## config.mk

```make
export PLATFORM = sky130hd
export DESIGN_NAME = data_merge_arbiter
export DESIGN_NICKNAME = d
export VERILOG_FILES = /design/src/rtl/data_merge_arbiter.sv
export SDC_FILE = /design/constraint.sdc
export NUM_CORES = 1
export LEC_CHECK = 0
export ABC_AREA = 1
export CORE_MARGIN = 1.5
export CORE_UTILIZATION = 45
export CTS_CLUSTER_SIZE = 10
export DETAILED_ROUTE_END_ITERATION = 6
export PLACE_DENSITY = 0.87
export SETUP_SLACK_MARGIN = 0.4
export SYNTH_ARGS = -nofsm -noshare
export SYNTH_HDL_FRONTEND = slang
export SYNTH_SLANG_ARGS = --single-unit
```

## constraint.sdc

```tcl
create_clock -name BUS_CLK -period 2.5 [get_ports BUS_CLK]
set_input_delay 0.5 -clock BUS_CLK [delete_from_list [all_inputs] [get_ports BUS_CLK]]
set_output_delay 0.5 -clock BUS_CLK [all_outputs]
set_load 0.1 [all_outputs]
```

## src/rtl/data_merge_arbiter.sv

```systemverilog
// data_merge_arbiter: merges three first-word-fall-through source FIFOs
// (FE RX, TDC, trigger) into one SRAM FIFO stream. Round-robin grants with
// a bounded burst per grant, a valid-tagged output register and a write
// counter.
module data_merge_arbiter #(
    parameter int DATA_WIDTH = 32,
    parameter int MAX_BURST  = 16
) (
    input  logic                    BUS_CLK,
    input  logic                    BUS_RST_B,
    input  logic                    ENABLE,
    input  logic [2:0]              SRC_EMPTY,
    input  logic [3*DATA_WIDTH-1:0] SRC_DATA,
    output logic [2:0]              SRC_READ,
    output logic [DATA_WIDTH-1:0]   OUT_DATA,
    output logic [1:0]              OUT_SRC,
    output logic                    OUT_WRITE,
    input  logic                    OUT_FULL,
    output logic [31:0]             WORD_CNT,
    output logic                    BUSY
);

    localparam logic [7:0] MAX_BURST_C = 8'(MAX_BURST);

    typedef enum logic [0:0] {
        ST_IDLE  = 1'b0,
        ST_SERVE = 1'b1
    } state_t;

    state_t                  state_r, state_nxt_s;
    logic [1:0]              gnt_r, gnt_nxt_s;
    logic [1:0]              last_r, last_nxt_s;
    logic [7:0]              burst_r, burst_nxt_s;
    logic                    valid_r;
    logic [DATA_WIDTH-1:0]   out_data_r;
    logic [1:0]              out_src_r;
    logic [31:0]             word_cnt_r;

    logic                    rd_en_s;
    logic                    out_write_s;
    logic                    can_accept_s;
    logic                    sel_empty_s;
    logic [DATA_WIDTH-1:0]   sel_data_s;
    logic [1:0]              cand1_s, cand2_s, cand3_s;
    logic [1:0]              pick_s;
    logic                    found_s;

    // Next index in round-robin order over the three sources.
    function automatic logic [1:0] inc_mod3(input logic [1:0] idx);
        return (idx == 2'd2) ? 2'd0 : (idx + 2'd1);
    endfunction

    // Empty flag of a given source; an out-of-range index reads as empty.
    function automatic logic is_empty(input logic [1:0] idx, input logic [2:0] flags);
        logic res;
        case (idx)
            2'd0:    res = flags[0];
            2'd1:    res = flags[1];
            2'd2:    res = flags[2];
            default: res = 1'b1;
        endcase
        return res;
    endfunction

    assign can_accept_s = !valid_r || !OUT_FULL;
    assign out_write_s  = valid_r && !OUT_FULL;

    // Select empty flag and data of the granted source.
    always_comb begin
        sel_empty_s = 1'b1;
        sel_data_s  = '0;
        case (gnt_r)
            2'd0: begin
                sel_empty_s = SRC_EMPTY[0];
                sel_data_s  = SRC_DATA[0*DATA_WIDTH +: DATA_WIDTH];
            end
            2'd1: begin
                sel_empty_s = SRC_EMPTY[1];
                sel_data_s  = SRC_DATA[1*DATA_WIDTH +: DATA_WIDTH];
            end
            2'd2: begin
                sel_empty_s = SRC_EMPTY[2];
                sel_data_s  = SRC_DATA[2*DATA_WIDTH +: DATA_WIDTH];
            end
            default: begin
                sel_empty_s = 1'b1;
                sel_data_s  = '0;
            end
        endcase
    end

    // Round-robin scan starting after the last served source.
    always_comb begin
        cand1_s = inc_mod3(last_r);
        cand2_s = inc_mod3(cand1_s);
        cand3_s = inc_mod3(cand2_s);
        pick_s  = 2'd0;
        found_s = 1'b0;
        if (!is_empty(cand1_s, SRC_EMPTY)) begin
            pick_s  = cand1_s;
            found_s = 1'b1;
        end else if (!is_empty(cand2_s, SRC_EMPTY)) begin
            pick_s  = cand2_s;
            found_s = 1'b1;
        end else if (!is_empty(cand3_s, SRC_EMPTY)) begin
            pick_s  = cand3_s;
            found_s = 1'b1;
        end else begin
            pick_s  = 2'd0;
            found_s = 1'b0;
        end
    end

    // FSM next-state, grant bookkeeping and read decision.
    always_comb begin
        state_nxt_s = state_r;
        gnt_nxt_s   = gnt_r;
        last_nxt_s  = last_r;
        burst_nxt_s = burst_r;
        rd_en_s     = 1'b0;
        case (state_r)
            ST_IDLE: begin
                if (ENABLE && found_s) begin
                    gnt_nxt_s   = pick_s;
                    burst_nxt_s = 8'd0;
                    state_nxt_s = ST_SERVE;
                end else begin
                    state_nxt_s = ST_IDLE;
                end
            end
            ST_SERVE: begin
                rd_en_s = !sel_empty_s && (burst_r < MAX_BURST_C) && can_accept_s;
                if (rd_en_s) begin
                    burst_nxt_s = burst_r + 8'd1;
                end else begin
                    burst_nxt_s = burst_r;
                end
                // A burst that reaches its limit ends on its final read so no
                // extra cycle is spent; an empty source ends when seen empty.
                if (!ENABLE || sel_empty_s || (burst_r >= MAX_BURST_C) ||
                    (rd_en_s && ((burst_r + 8'd1) == MAX_BURST_C))) begin
                    state_nxt_s = ST_IDLE;
                    last_nxt_s  = gnt_r;
                end else begin
                    state_nxt_s = ST_SERVE;
                end
            end
            default: begin
                state_nxt_s = ST_IDLE;
            end
        endcase
    end

    // FSM state, grant, last-served and burst counter registers.
    always_ff @(posedge BUS_CLK or negedge BUS_RST_B) begin
        if (!BUS_RST_B) begin
            state_r <= ST_IDLE;
            gnt_r   <= 2'd0;
            last_r  <= 2'd2;
            burst_r <= 8'd0;
        end else begin
            state_r <= state_nxt_s;
            gnt_r   <= gnt_nxt_s;
            last_r  <= last_nxt_s;
            burst_r <= burst_nxt_s;
        end
    end

    // Valid-tagged output register: a load may coincide with a write-out.
    always_ff @(posedge BUS_CLK or negedge BUS_RST_B) begin
        if (!BUS_RST_B) begin
            valid_r    <= 1'b0;
            out_data_r <= '0;
            out_src_r  <= 2'd0;
        end else if (rd_en_s) begin
            valid_r    <= 1'b1;
            out_data_r <= sel_data_s;
            out_src_r  <= gnt_r;
        end else if (out_write_s) begin
            valid_r    <= 1'b0;
        end else begin
            valid_r    <= valid_r;
        end
    end

    // Count of words written to the SRAM FIFO, wrapping naturally.
    always_ff @(posedge BUS_CLK or negedge BUS_RST_B) begin
        if (!BUS_RST_B) begin
            word_cnt_r <= 32'd0;
        end else if (out_write_s) begin
            word_cnt_r <= word_cnt_r + 32'd1;
        end else begin
            word_cnt_r <= word_cnt_r;
        end
    end

    assign SRC_READ  = rd_en_s ? (3'b001 << gnt_r) : 3'b000;
    assign OUT_DATA  = out_data_r;
    assign OUT_SRC   = out_src_r;
    assign OUT_WRITE = out_write_s;
    assign WORD_CNT  = word_cnt_r;
    assign BUSY      = (state_r != ST_IDLE) || valid_r;

endmodule

```

==> flow_metrics.env, run 1 <==
export IMPL_timing_rr_start="gnt_r[0]"
export IMPL_p_int_mw=3.35
export IMPL_crit_fanout=6
export IMPL_area_growth_pct=46.1
export IMPL_drcViolationCount=0
export IMPL_end_kind="output pin"
export IMPL_endpoint="SRC_READ[1]"
export IMPL_maxCapViolCount=0
export IMPL_slowest_delay_ns=0.51
export IMPL_drt_initial_drc_count=259
export IMPL_grt_pass1_vias=4714
export IMPL_synth_area_leaders="dfrtp_1 (43%), nand2_1 (18%), nand3_1 (12%)"
export IMPL_path_class="reg2out"
export IMPL_cts_max_path_buffers=2
export IMPL_ys_ff_latch=80
export IMPL_globalplace_congestion=0.976
export IMPL_clk_pin_slew_worst_paths_ns=0.09
export IMPL_ys_warn_count=0
export IMPL_start_kind="flop"
export IMPL_cts_max_level=3
export IMPL_cp_slowest_cell="dfrtp_2"
export IMPL_grt_remaining_overflow=0
export IMPL_async_flop_share=1.00
export IMPL_pin_count=174
export IMPL_power_switching_share=0.579
export IMPL_synth_ff_type="dfrtp_1"
export IMPL_yosysTopAreaCellShare=0.431
export IMPL_die_width_um=104
export IMPL_syn_nets=732
export IMPL_dr_pass1_iters=5
export IMPL_p_total_mw=7.96
export IMPL_fin_crit_sh=0.931
export IMPL_syn_avg_cell_area_um2=7.34
export IMPL_dp_cells=917
export IMPL_power_switching_mw=4.61
export IMPL_rsz0062_at_grt="yes"
export IMPL_synth_edf_count=0
export IMPL_synth_cell_type_count=28
export IMPL_setup_ws_ns=0.174
export IMPL_antenna_found_initial=0
export IMPL_synth_most_common_cell="nand2_1"
export IMPL_synthTopCellsByCount="nand2_1 (214), nand3_1 (110), dfrtp_1 (79), nor2_1 (43), inv_1 (37)"
export IMPL_nets=912
export IMPL_drive_above_1_share=0.191
export IMPL_max_slew_margin=0.623
export IMPL_fmax_ghz=0.430
export IMPL_cp_depth=7
export IMPL_postRouteAntennaNets=0
export IMPL_diodes=0
export IMPL_synth_area_leader_cell="dfrtp_1"
export IMPL_grt_pass1_wl_um=21600
export IMPL_startpoint="gnt_r[0]"
export IMPL_final_instance_count_excl_fill=943
export IMPL_yosysSeqAreaShare=0.437
export IMPL_critPathBufInv=2
export IMPL_clock_sinks=80
export IMPL_io_buffers=173
export IMPL_path_cells="nand2_4, nand3_4, nor3_4, nand2_2, buf_12, nor2_4, buf_12"
export IMPL_slew_violations=0
export IMPL_cts_tree="built"
export IMPL_ir_worst_vdd_uv=1230
export IMPL_dr_total_vias=4903
export IMPL_wl_per_cell_um=14.4
export IMPL_synthCells=625
export IMPL_cp_required_ns=2.00
export IMPL_dp_slack_ns=-0.0794
export IMPL_power_leakage_nw=3.21
export IMPL_worst_clock_skew_ns=0.0113
export IMPL_die_area_mm2=0.0108
export IMPL_insertion_delay_ns=0.35
export IMPL_cp_common_cell="buf_12"
export IMPL_dp_hpwl_um=10100
export IMPL_grt_max_degree=56
export IMPL_root_buffer="clkbuf_8"
export IMPL_wl_um=13600
export IMPL_min_path_type="in2async"
export IMPL_fp_dieH_um=104
export IMPL_power_frac_seq=0.249
export IMPL_r2r_end="burst_r[2]"
export IMPL_row_count=36
export IMPL_routed_via_density=5.20
export IMPL_fin_util=0.683
export IMPL_regToRegSetupSlack_ns=0.53
export IMPL_whs_ns=0.100
export IMPL_r2r_cells=10
export IMPL_hold_viol=0
export IMPL_syn_cell_area_mm2=0.00459
export IMPL_initial_core_util=0.467
export IMPL_grt_usage=0.248
export IMPL_tightest_slew_ns=0.561
export IMPL_status="finished, final reports clean"
export IMPL_nFillCells=797
export IMPL_core_area_mm2=0.00982
export IMPL_p_per_area_mw_per_mm2=1190
export IMPL_cp_top_family="simple AND/OR/NAND/NOR gates"
export IMPL_cts_buffers=9
export IMPL_cp_data_arrival_time_ns=1.83
export IMPL_power_frac_comb=0.641
export IMPL_post_route_min_period_ns=2.33
export IMPL_power_share_clock=0.110
export IMPL_setup_viol_count_final=0
cells in the final DEF, fill, tap and decap left out, drive strengths merged:
cell           count
clkdlybuf4s50     97
a22oi              1
o21ai             25
a21oi             13
clkinv             4
nand2            221
xor2              15
or2                1
dfrtp             79
clkinvlp           3
xnor2             13
o22ai              2
clkbuf             9
dfstp              1
nor3              15
inv               41
nand3b             2
nand4              6
nand3            110
ha                 4
dlygate4sd2        3
buf               94
dlymetal6s2s       1
nor2              50
layer usage:
layer,track usage,part of all wire,vias up
li1,-,-,2377
met1,0.286,0.39,2247
met2,0.434,0.49,239
met3,0.0476,0.078,40
met4,0.131,0.034,0
met5,0,0,-
logic make-up after synthesis:
| family | share of synthesized area |
|---|---|
| AND/OR/NAND/NOR | 0.387 |
| flip-flops | 0.437 |
| buffers and inverters | 0.0657 |
| AO/OA/AOI/OAI | 0.0458 |
| XOR/XNOR | 0.0535 |
| adder cells (fa/ha/maj) | 0.0109 |
repair_timing:
item                                    4_1_cts  5_1_grt
buffers inserted                              5        5
hold buffers                                  0        0
resized for setup                            12       10
pin swaps                                     3        4
endpoints found under the setup margin        4       25
stage by stage:
step                      instance area [µm²]  TNS, ns
after global placement                   6370        0
after global routing                     6700        0
final                                    6700        0
after CTS                                6630        0
after detailed placement                 6370  -0.0794
after floorplan                          4640  -0.0289
registers in the layout, indices dropped and copies added, names as in the netlist:
register and cells:
state_r 1, burst_r 8, OUT_DATA 32, gnt_r 2, last_r 2, valid_r 1, OUT_SRC 2, WORD_CNT 32
power groups by stage:
stage / logic (mW) / clock network [mW] / registers (mW)
final: 5.10 / 0.873 / 1.98
after global routing: 5.39 / 0.938 / 2.03
after CTS: 5.03 / 0.886 / 1.98
after detailed placement: 4.90 / 0 / 1.98
after global placement: 4.82 / 0 / 1.97
after floorplan: 1.88 / 0 / 3.78
how the worst min path moves through the flow:
stage	from	end	slack (ns)	cells after the start
floorplan	BUS_RST_B	OUT_DATA[0]	0.20	0
global placement	WORD_CNT[31]	WORD_CNT[31]	0.46	1
finish	BUS_RST_B	OUT_DATA[15]	0.1	1
CTS	BUS_RST_B	OUT_DATA[15]	0.10	1
detailed placement	OUT_DATA[25]	OUT_DATA[25]	0.47	2
global route	BUS_RST_B	OUT_DATA[15]	0.12	1
cell type report:
class | count | area (µm²) | share of cell area
sequential | 80 | 2010 | 0.301
timing repair buffer | 195 | 1800 | 0.269
tap | 133 | 166 | 0.0248
multi-input combinational | 478 | 2380 | 0.355
inverter | 41 | 158 | 0.0235
clock inverter | 7 | 57.6 | 0.00859
clock buffer | 9 | 124 | 0.0185
Power figures use the tool's default switching activity.
==> run 2: changes to the inputs <==
- CORE_UTILIZATION: 45 -> 40
- PLACE_DENSITY: 0.87 -> 0.74
- RECOVER_POWER: unset -> 25
==> run 2 against run 1 <==
- critical path depth unchanged
- flip-flop and latch count unchanged
- combinational power increased by 0.8%
- count of clock-buffer cells in the layout increased by 4
- sequential share of layout area decreased by 0.70 points
- first-iteration DRC count increased by 8.5%
- fmax increased by 1.0%
- sequential power about the same
- wire length increased by 1.6%
==> flow_metrics.env, run 2 (synthesis results as in run 1) <==
export IMPL_cts_max_path_buffers=2
export IMPL_insertion_delay_ns=0.33
export IMPL_slew_violations=0
export IMPL_postRouteAntennaNets=0
export IMPL_wl_per_cell_um=14.5
export IMPL_end_kind="output pin"
export IMPL_whs_ns=0.324
export IMPL_regToRegSetupSlack_ns=0.60
export IMPL_min_path_type="in2async"
export IMPL_worst_clock_skew_ns=0.00780
export IMPL_maxCapViolCount=0
export IMPL_r2r_end="OUT_DATA[28]"
export IMPL_fmax_ghz=0.434
export IMPL_drt_initial_drc_count=281
export IMPL_setup_viol_count_final=0
export IMPL_drive_above_1_share=0.194
export IMPL_pin_count=174
export IMPL_cts_max_level=3
export IMPL_root_buffer="clkbuf_16"
export IMPL_nets=917
export IMPL_post_route_min_period_ns=2.30
export IMPL_drcViolationCount=0
export IMPL_setup_ws_ns=0.198
export IMPL_row_count=38
export IMPL_path_class="reg2out"
export IMPL_dp_slack_ns=0.0489
export IMPL_cp_required_ns=2.00
export IMPL_ir_worst_vdd_uv=1170
export IMPL_diodes=0
export IMPL_antenna_found_initial=0
export IMPL_cts_tree="built"
export IMPL_fin_util=0.623
export IMPL_globalplace_congestion=0.948
export IMPL_clock_sinks=80
export IMPL_crit_fanout=5
export IMPL_clk_pin_slew_worst_paths_ns=0.06
export IMPL_p_total_mw=8.57
export IMPL_grt_pass1_wl_um=22700
export IMPL_r2r_cells=9
export IMPL_multi_input_area_mm2=0.00237
export IMPL_initial_core_util=0.416
export IMPL_grt_remaining_overflow=0
export IMPL_seq_area_mm2=0.00202
export IMPL_tightest_slew_ns=1.04
export IMPL_rsz0062_at_grt="yes"
export IMPL_fin_crit_sh=0.921
export IMPL_dp_hpwl_um=10700
export IMPL_max_slew_margin=0.310
export IMPL_routed_via_density=5.11
export IMPL_power_leakage_nw=3.29
export IMPL_wl_um=13800
export IMPL_p_per_area_mw_per_mm2=1250
export IMPL_core_area_mm2=0.0110
export IMPL_start_kind="flop"
export IMPL_fp_dieH_um=110
export IMPL_grt_pass1_vias=4922
export IMPL_final_common_cell="nand2_1"
export IMPL_status="finished, final reports clean"
export IMPL_die_area_mm2=0.0121
export IMPL_area_growth_pct=49.7
export IMPL_nFillCells=989
export IMPL_grt_usage=0.242
export IMPL_dr_total_vias=4876
export IMPL_dr_pass1_iters=4
export IMPL_final_cell_mix="nand2_1 (211), nand3_1 (106), clkdlybuf4s50_1 (97)"
export IMPL_timing_rr_start="gnt_r[0]"
export IMPL_startpoint="gnt_r[0]"
export IMPL_holdBufCountCts=0
export IMPL_grt_max_degree=42
export IMPL_cts_buffers=9
export IMPL_cp_data_arrival_time_ns=1.80
export IMPL_die_width_um=110
export IMPL_hold_viol=0
export IMPL_fin_setup_tns_ns=0
export IMPL_io_buffers=173
run 2: changes by cell type in the layout (fill, tap and decap cells not counted), moves of 3 or more:
cell and delta:
clkbuf_16 +9, clkbuf_8 -7, buf_4 +4, clkinv_4 -3, clkinvlp_4 -3
run 2: worst max-delay path by stage:
stage / to / slack, ns / cells after the start
4_1_cts: SRC_READ[2] / 0.13 / 8
3_5_place_dp: SRC_READ[0] / 0.05 / 7
5_1_grt: WORD_CNT[0] / 0.12 / 2
6_report: SRC_READ[2] / 0.20 / 7
2_1_floorplan: SRC_READ[0] / -0.03 / 8
3_3_place_gp: SRC_READ[0] / 0.11 / 7
run 2: power by group:
group | internal (mW) | total (mW) | switching (mW) | leakage [nW]
Sequential | 1.65 | 2.01 | 0.354 | 1.03
Clock | 0.928 | 1.42 | 0.488 | 0.160
Combinational | 1.37 | 5.14 | 3.77 | 2.11
run 2: area by class of cell:
cell class | instances | share of cell area
clock buffers | 13 | 0.0379
clock inverters | 3 | 0.00947
inverters | 41 | 0.0224
multi-input cells | 478 | 0.346
flip-flops and latches | 80 | 0.293
well taps | 140 | 0.0255
repair buffers | 200 | 0.265
run 2: what timing repair did:
| item | in CTS | in global routing |
|---|---|---|
| setup buffers | 5 | 4 |
| gates resized for setup | 11 | 9 |
| pin swaps | 7 | 8 |
| setup endpoints to repair | 4 | 7 |
run 2: through the flow:
stage | instance area [µm²] | cells
after floorplan | 4640 | 625
after global placement | 6420 | 930
after detailed placement | 6420 | 930
after CTS | 6820 | 951
after global routing | 6870 | 955
final | 6870 | 955
run 2: layer usage:
layer / up-vias / routed length, µm / global-route usage / share of wire
met5: - / 0 / 0 / 0
met4: 0 / 227 / 0.0761 / 0.016
met3: 26 / 951 / 0.0641 / 0.069
met2: 185 / 6950 / 0.427 / 0.50
met1: 2283 / 5690 / 0.285 / 0.41
li1: 2382 / - / - / -
run 2: worst max-delay path, stage by stage (launching register included):
cell and delay [ns]:
dfrtp_2 0.49, nand2_4 0.11, nand3_4 0.10, nor3_4 0.21
nand2_2 0.13, buf_12 0.16, nor2_4 0.09, buf_12 0.18
